[config.mk]
export PLATFORM = sky130hd
export DESIGN_NAME = alu_cmd_issuer
export DESIGN_NICKNAME = d
export VERILOG_FILES = /design/src/rtl/alu_cmd_issuer.sv
export SDC_FILE = /design/constraint.sdc
export NUM_CORES = 1
export LEC_CHECK = 0
export ABC_CLOCK_PERIOD_IN_PS = 2700
export BUFFER_PORTS_ARGS = -buffer_cell sky130_fd_sc_hd__buf_2
export CORE_MARGIN = 5
export CORE_UTILIZATION = 38
export DETAILED_ROUTE_END_ITERATION = 16
export GPL_TIMING_DRIVEN = 0
export PLACE_DENSITY_LB_ADDON = 0.1
export SETUP_SLACK_MARGIN = 0.2
export SLEW_MARGIN = 30
export SYNTH_ARGS = -nofsm -noshare
export SYNTH_HDL_FRONTEND = slang
export SYNTH_SLANG_ARGS = --single-unit
[constraint.sdc]
create_clock -name clk -period 2.7 [get_ports clk]
set_input_delay 0.81 -clock clk [delete_from_list [all_inputs] [get_ports clk]]
set_output_delay 0.81 -clock clk [all_outputs]
set_load 0.01 [all_outputs]
[src/rtl/alu_cmd_issuer.sv]
// Host-side command issuer for the 3-bit ALU: queues opcode/operand commands,
// drives them to the ALU for ALU_LAT cycles and returns each result over valid/ready.
module alu_cmd_issuer #(
  parameter int DEPTH   = 4,
  parameter int ALU_LAT = 1
) (
  input  logic       clk,
  input  logic       rst,
  input  logic       cmd_valid,
  output logic       cmd_ready,
  input  logic [1:0] cmd_sel,
  input  logic [2:0] cmd_a,
  input  logic [2:0] cmd_b,
  output logic       alu_req,
  output logic [1:0] alu_sel,
  output logic [2:0] alu_a,
  output logic [2:0] alu_b,
  input  logic [5:0] alu_result,
  output logic       rsp_valid,
  input  logic       rsp_ready,
  output logic [5:0] rsp_data,
  output logic [1:0] rsp_sel,
  output logic       busy,
  output logic [7:0] issued_cnt
);

  localparam int AW = $clog2(DEPTH);
  localparam int CW = AW + 1;

  // state | meaning
  // IDLE  | nothing in flight, waiting for a queued command
  // DRIVE | operands held on the ALU port, counting down the ALU latency
  // RESP  | result captured, waiting for the host to take it
  typedef enum logic [1:0] {IDLE, DRIVE, RESP} state_t;

  logic [7:0]    mem_q [DEPTH];
  logic [AW-1:0] wr_ptr_q, wr_ptr_d;
  logic [AW-1:0] rd_ptr_q, rd_ptr_d;
  logic [CW-1:0] count_q, count_d;
  state_t        state_q, state_d;
  logic [2:0]    lat_q, lat_d;
  logic          alu_req_q, alu_req_d;
  logic [1:0]    alu_sel_q, alu_sel_d;
  logic [2:0]    alu_a_q, alu_a_d;
  logic [2:0]    alu_b_q, alu_b_d;
  logic          rsp_valid_q, rsp_valid_d;
  logic [5:0]    rsp_data_q, rsp_data_d;
  logic [1:0]    rsp_sel_q, rsp_sel_d;
  logic [7:0]    issued_q, issued_d;
  logic          push;
  logic          pop;
  logic [7:0]    head;

  // Full is judged on the registered count only, so a same-cycle pop never reopens the FIFO.
  assign cmd_ready = ~rst & (count_q != CW'(DEPTH));
  assign push      = cmd_valid & cmd_ready;
  assign head      = mem_q[rd_ptr_q];

  always_comb begin
    state_d     = state_q;
    lat_d       = lat_q;
    alu_req_d   = alu_req_q;
    alu_sel_d   = alu_sel_q;
    alu_a_d     = alu_a_q;
    alu_b_d     = alu_b_q;
    rsp_valid_d = rsp_valid_q;
    rsp_data_d  = rsp_data_q;
    rsp_sel_d   = rsp_sel_q;
    issued_d    = issued_q;
    pop         = 1'b0;

    case (state_q)
      IDLE: begin
        if (count_q != '0) begin
          pop       = 1'b1;
          alu_sel_d = head[7:6];
          alu_a_d   = head[5:3];
          alu_b_d   = head[2:0];
          alu_req_d = 1'b1;
          lat_d     = 3'(ALU_LAT - 1);
          state_d   = DRIVE;
        end
      end
      DRIVE: begin
        if (lat_q != '0) begin
          lat_d = lat_q - 3'd1;
        end else begin
          rsp_data_d  = alu_result;
          rsp_sel_d   = alu_sel_q;
          rsp_valid_d = 1'b1;
          alu_req_d   = 1'b0;
          state_d     = RESP;
        end
      end
      RESP: begin
        if (rsp_valid_q & rsp_ready) begin
          issued_d    = issued_q + 8'd1;
          rsp_valid_d = 1'b0;
          if (count_q != '0) begin
            pop       = 1'b1;
            alu_sel_d = head[7:6];
            alu_a_d   = head[5:3];
            alu_b_d   = head[2:0];
            alu_req_d = 1'b1;
            lat_d     = 3'(ALU_LAT - 1);
            state_d   = DRIVE;
          end else begin
            state_d = IDLE;
          end
        end
      end
      default: state_d = IDLE;
    endcase

    wr_ptr_d = push ? wr_ptr_q + AW'(1) : wr_ptr_q;
    rd_ptr_d = pop  ? rd_ptr_q + AW'(1) : rd_ptr_q;
    count_d  = count_q;
    if (push & ~pop) count_d = count_q + CW'(1);
    else if (pop & ~push) count_d = count_q - CW'(1);
  end

  always_ff @(posedge clk) begin
    if (rst) begin
      state_q     <= IDLE;
      wr_ptr_q    <= '0;
      rd_ptr_q    <= '0;
      count_q     <= '0;
      lat_q       <= '0;
      alu_req_q   <= 1'b0;
      alu_sel_q   <= '0;
      alu_a_q     <= '0;
      alu_b_q     <= '0;
      rsp_valid_q <= 1'b0;
      rsp_data_q  <= '0;
      rsp_sel_q   <= '0;
      issued_q    <= '0;
    end else begin
      state_q     <= state_d;
      wr_ptr_q    <= wr_ptr_d;
      rd_ptr_q    <= rd_ptr_d;
      count_q     <= count_d;
      lat_q       <= lat_d;
      alu_req_q   <= alu_req_d;
      alu_sel_q   <= alu_sel_d;
      alu_a_q     <= alu_a_d;
      alu_b_q     <= alu_b_d;
      rsp_valid_q <= rsp_valid_d;
      rsp_data_q  <= rsp_data_d;
      rsp_sel_q   <= rsp_sel_d;
      issued_q    <= issued_d;
    end
  end

  // Storage needs no reset: entries are only read once the count says they were written.
  always_ff @(posedge clk) begin
    if (push) mem_q[wr_ptr_q] <= {cmd_sel, cmd_a, cmd_b};
  end

  assign alu_req    = alu_req_q;
  assign alu_sel    = alu_sel_q;
  assign alu_a      = alu_a_q;
  assign alu_b      = alu_b_q;
  assign rsp_valid  = rsp_valid_q;
  assign rsp_data   = rsp_data_q;
  assign rsp_sel    = rsp_sel_q;
  assign issued_cnt = issued_q;
  assign busy       = (state_q != IDLE) | (count_q != '0);

endmodule

==> results.tsv <==
metric	value	unit
status	complete, no violations	
# clock sinks	72	
reg-to-reg endpoint	count_q[2]	
final setup fails	0	
Levels on crit path	4	
library cells used by synthesis	36	
startpoint types	input port	
Synth Area in XOR/XNOR	3.38	%
initial antenna violation count	0	
Worst Tran Pin Value	0.573	ns
die area	0.00933	mm^2
CP max-delay cell	clkbuf_1	
clock-pin slew on the worst setup and hold paths	0.07	ns
wire length of the first global-routing pass	8.93	mm
HPWL Detailed	3.66	mm
TritonCTS Buffers	9	
WP data arrival	1.60	ns
post-synthesis adder-cell area fraction	4.22	%
drt drc	0	
Max Clock Skew	0.0113	ns
hold-critical path depth	2	
Min Clock Period, post-route	2.41	ns
Slew Limit Headroom	61.8	%
end point of the critical path	cmd_ready	
top fanout value on the critical path	10	
drt wl/cell	13.8	um
synthesized area	0.00285	mm^2
largest net degree at the start of global routing	14	
TritonCTS clock tree	done	
die width	96.6	um
Synth Area in Simple Gates	12.6	%
pwr/cell area	956	mW/mm^2
antenna cells	0	
Max Clock Freq	415	MHz
number of global-route vias before repair	1797	
total global-route track usage	13.0	%
Power Total	3270	uW
Post-Syn Instances	227	
Post-Syn Nets	254	
Crit. End Element	primary output	
slack of the critical path	0.290	ns
CP Cell Sequence	clkbuf_8 > clkbuf_1 > a21oi_1 > buf_2	
sequential fraction of the synthesis area	61.8	%
synth warn	0	
clk buf depth	2	
Post-DP Area	0.00322	mm^2
input/output buffers	44	
layout cells sized above 1	28.2	%
first-pass detailed-route iteration total	6	
Setup WS pre-CTS	-0.00126	ns
most frequent cells in the layout	48 x buf_2, 40 x dfxtp_1, 32 x edfxtp_1	
most common cell after layout, fill and taps aside	buf_2	
crit path launch	rst	
Worst EP required	1.89	ns
setup_tns	0	ns
post-route design area	0.00342	mm^2
fin. max-slew vios	0	
CTS H-tree depth	3	
reg-to-reg startpoint	count_q[0]	
critical path class	input port to primary output	
crit-path max cell delay	0.39	ns
mux cell area share after synthesis	10.2	%
largest area contributor in the netlist	edfxtp_1	
Vias/cell	4.61	
area share of the largest cell type after synthesis	33.7	%
synthesis-to-layout area growth	20.0	%
RSZ-0062 raised after global routing	no	
clock latency on the worst-skew pair	0.34	ns
number of synthesized register bits	72	
final wirelength	5.33	mm
DRT iter0 DRCs	41	
placement row count	31	
max_cap viols	0	
Overflow after GRT	0	
CTS root buf	clkbuf_8	
top cells by area, synth	edfxtp_1 34%, dfxtp_1 28%, mux4_2 6.3%, mux2i_1 3.9%, ha_1 3.5%	
Core Util, Final	46.9	%
io pins	46	
antenna-violating nets left	0	
Synth Area in Compound Gates	5.01	%
VDD IR max	0.316	mV
Vert. Die Dim	96.6	um
Post-Synthesis Mean Instance Area	12.6	um^2
Static Leakage	0.00134	uW
Final #Nets	309	
DR vias	1781	
CP Buf/Inv Count	3	
fin crit share	89.3	%
routability cong.	0.750	
Initial Utilization	39.1	%
Top delay family on crit path	buffers and inverters	
Final Hold Violating Endpoints	0	
largest family of logic cells by synthesized area	simple AND/OR/NAND/NOR gates	
flop2flop setup slack	0.42	ns
core area	0.00729	mm^2
cts hold-fix bufs	0	
type of the tightest min-delay check	flop to flop	
Worst Reg-to-Reg Cells	8	
-- synth_stat cells --
master	instances
nand3b_1	1
and4_1	1
dfxtp_1	40
or3b_2	1
nand2b_1	1
a211oi_2	1
buf_4	1
mux2i_1	11
o21ai_0	5
ha_1	8
a21oi_1	13
nand4_1	2
and3_1	1
and2_1	5
buf_2	4
xnor2_1	3
nand2_1	19
a21boi_0	1
nor3_1	4
and4b_1	1
o31ai_1	2
nor2b_1	2
nor3_2	1
inv_1	8
nor2_1	25
mux4_2	8
fa_1	1
nand3_1	3
or4_1	2
edfxtp_1	32
or3_1	3
a21bo_2	1
clkbuf_1	6
xor2_1	8
a21o_1	1
nor4bb_1	1
-- worst min path at each step --
| stage | from | to |
|---|---|---|
| after floorplan | lat_q[1] | lat_q[1] |
| after global placement | rsp_data[5] | rsp_data[5] |
| after detailed placement | rsp_data[0] | rsp_data[0] |
| after CTS | rsp_data[0] | rsp_data[0] |
| after global routing | rsp_data[1] | rsp_data[1] |
| final | rsp_data[1] | rsp_data[1] |
-- through the flow --
| step | hold WS [ns] | std cells |
|---|---|---|
| CTS | 0.456 | 386 |
| floorplan | 0.450 | 227 |
| global route | 0.476 | 386 |
| global placement | 0.439 | 370 |
| detailed placement | 0.446 | 370 |
| finish | 0.453 | 386 |
-- sequential cells by signal, indices dropped and copies added (netlist names), 3 cells and up, named ones only --
register / flops
alu_a: 3
alu_b: 3
count_q: 3
issued_cnt: 8
lat_q: 3
mem_q: 32
rsp_data: 6
-- power by group --
part | internal (uW) | switching, uW | total, uW
clock | 432 | 408 | 840
combinational | 464 | 523 | 987
sequential | 1320 | 120 | 1440
total | 2220 | 1050 | 3270
-- cell type report --
| type | count | area, um^2 |
|---|---|---|
| Fill cell | 725 | 3870 |
| Timing Repair Buffer | 44 | 220 |
| Buffer | 11 | 63.8 |
| Inverter | 8 | 30.0 |
| Sequential cell | 72 | 1760 |
| Clock inverter | 6 | 67.6 |
| Clock buffer | 10 | 128 |
| Multi-Input combinational cell | 136 | 1020 |
| Tap cell | 99 | 124 |
-- per-layer routing --
metal  routed length [um]  vias up  share of wire [%]  GRT usage [%]
li1                     -      912                  -              -
met1                 2550      822                 48           17.4
met2                 2350       38                 44           19.3
met3                  318        9                6.0           3.56
met4                  108        0                2.0           6.31
met5                    0        -                  0              0
-- worst register-to-register path, cell delays in order (launching register included) --
cell      delay (ns)
dfxtp_1         0.44
nor2_1          0.13
a211oi_4        0.41
ha_2            0.28
inv_2           0.04
fa_2            0.35
xor2_1          0.15
or3_1           0.30
a21oi_1         0.12
-- timing repair --
action / in CTS / in global routing
buffers inserted: 0 / 0
endpoints found under the setup margin: 0 / 1
resized for setup: 0 / 1
-- kinds of logic after synthesis --
family | after synthesis
buf+inv | 19
compound gates | 24
xor+xnor | 11
simple gates | 73
fa+ha+maj | 9
flops | 72
mux | 19
Power figures use the tool's default switching activity.
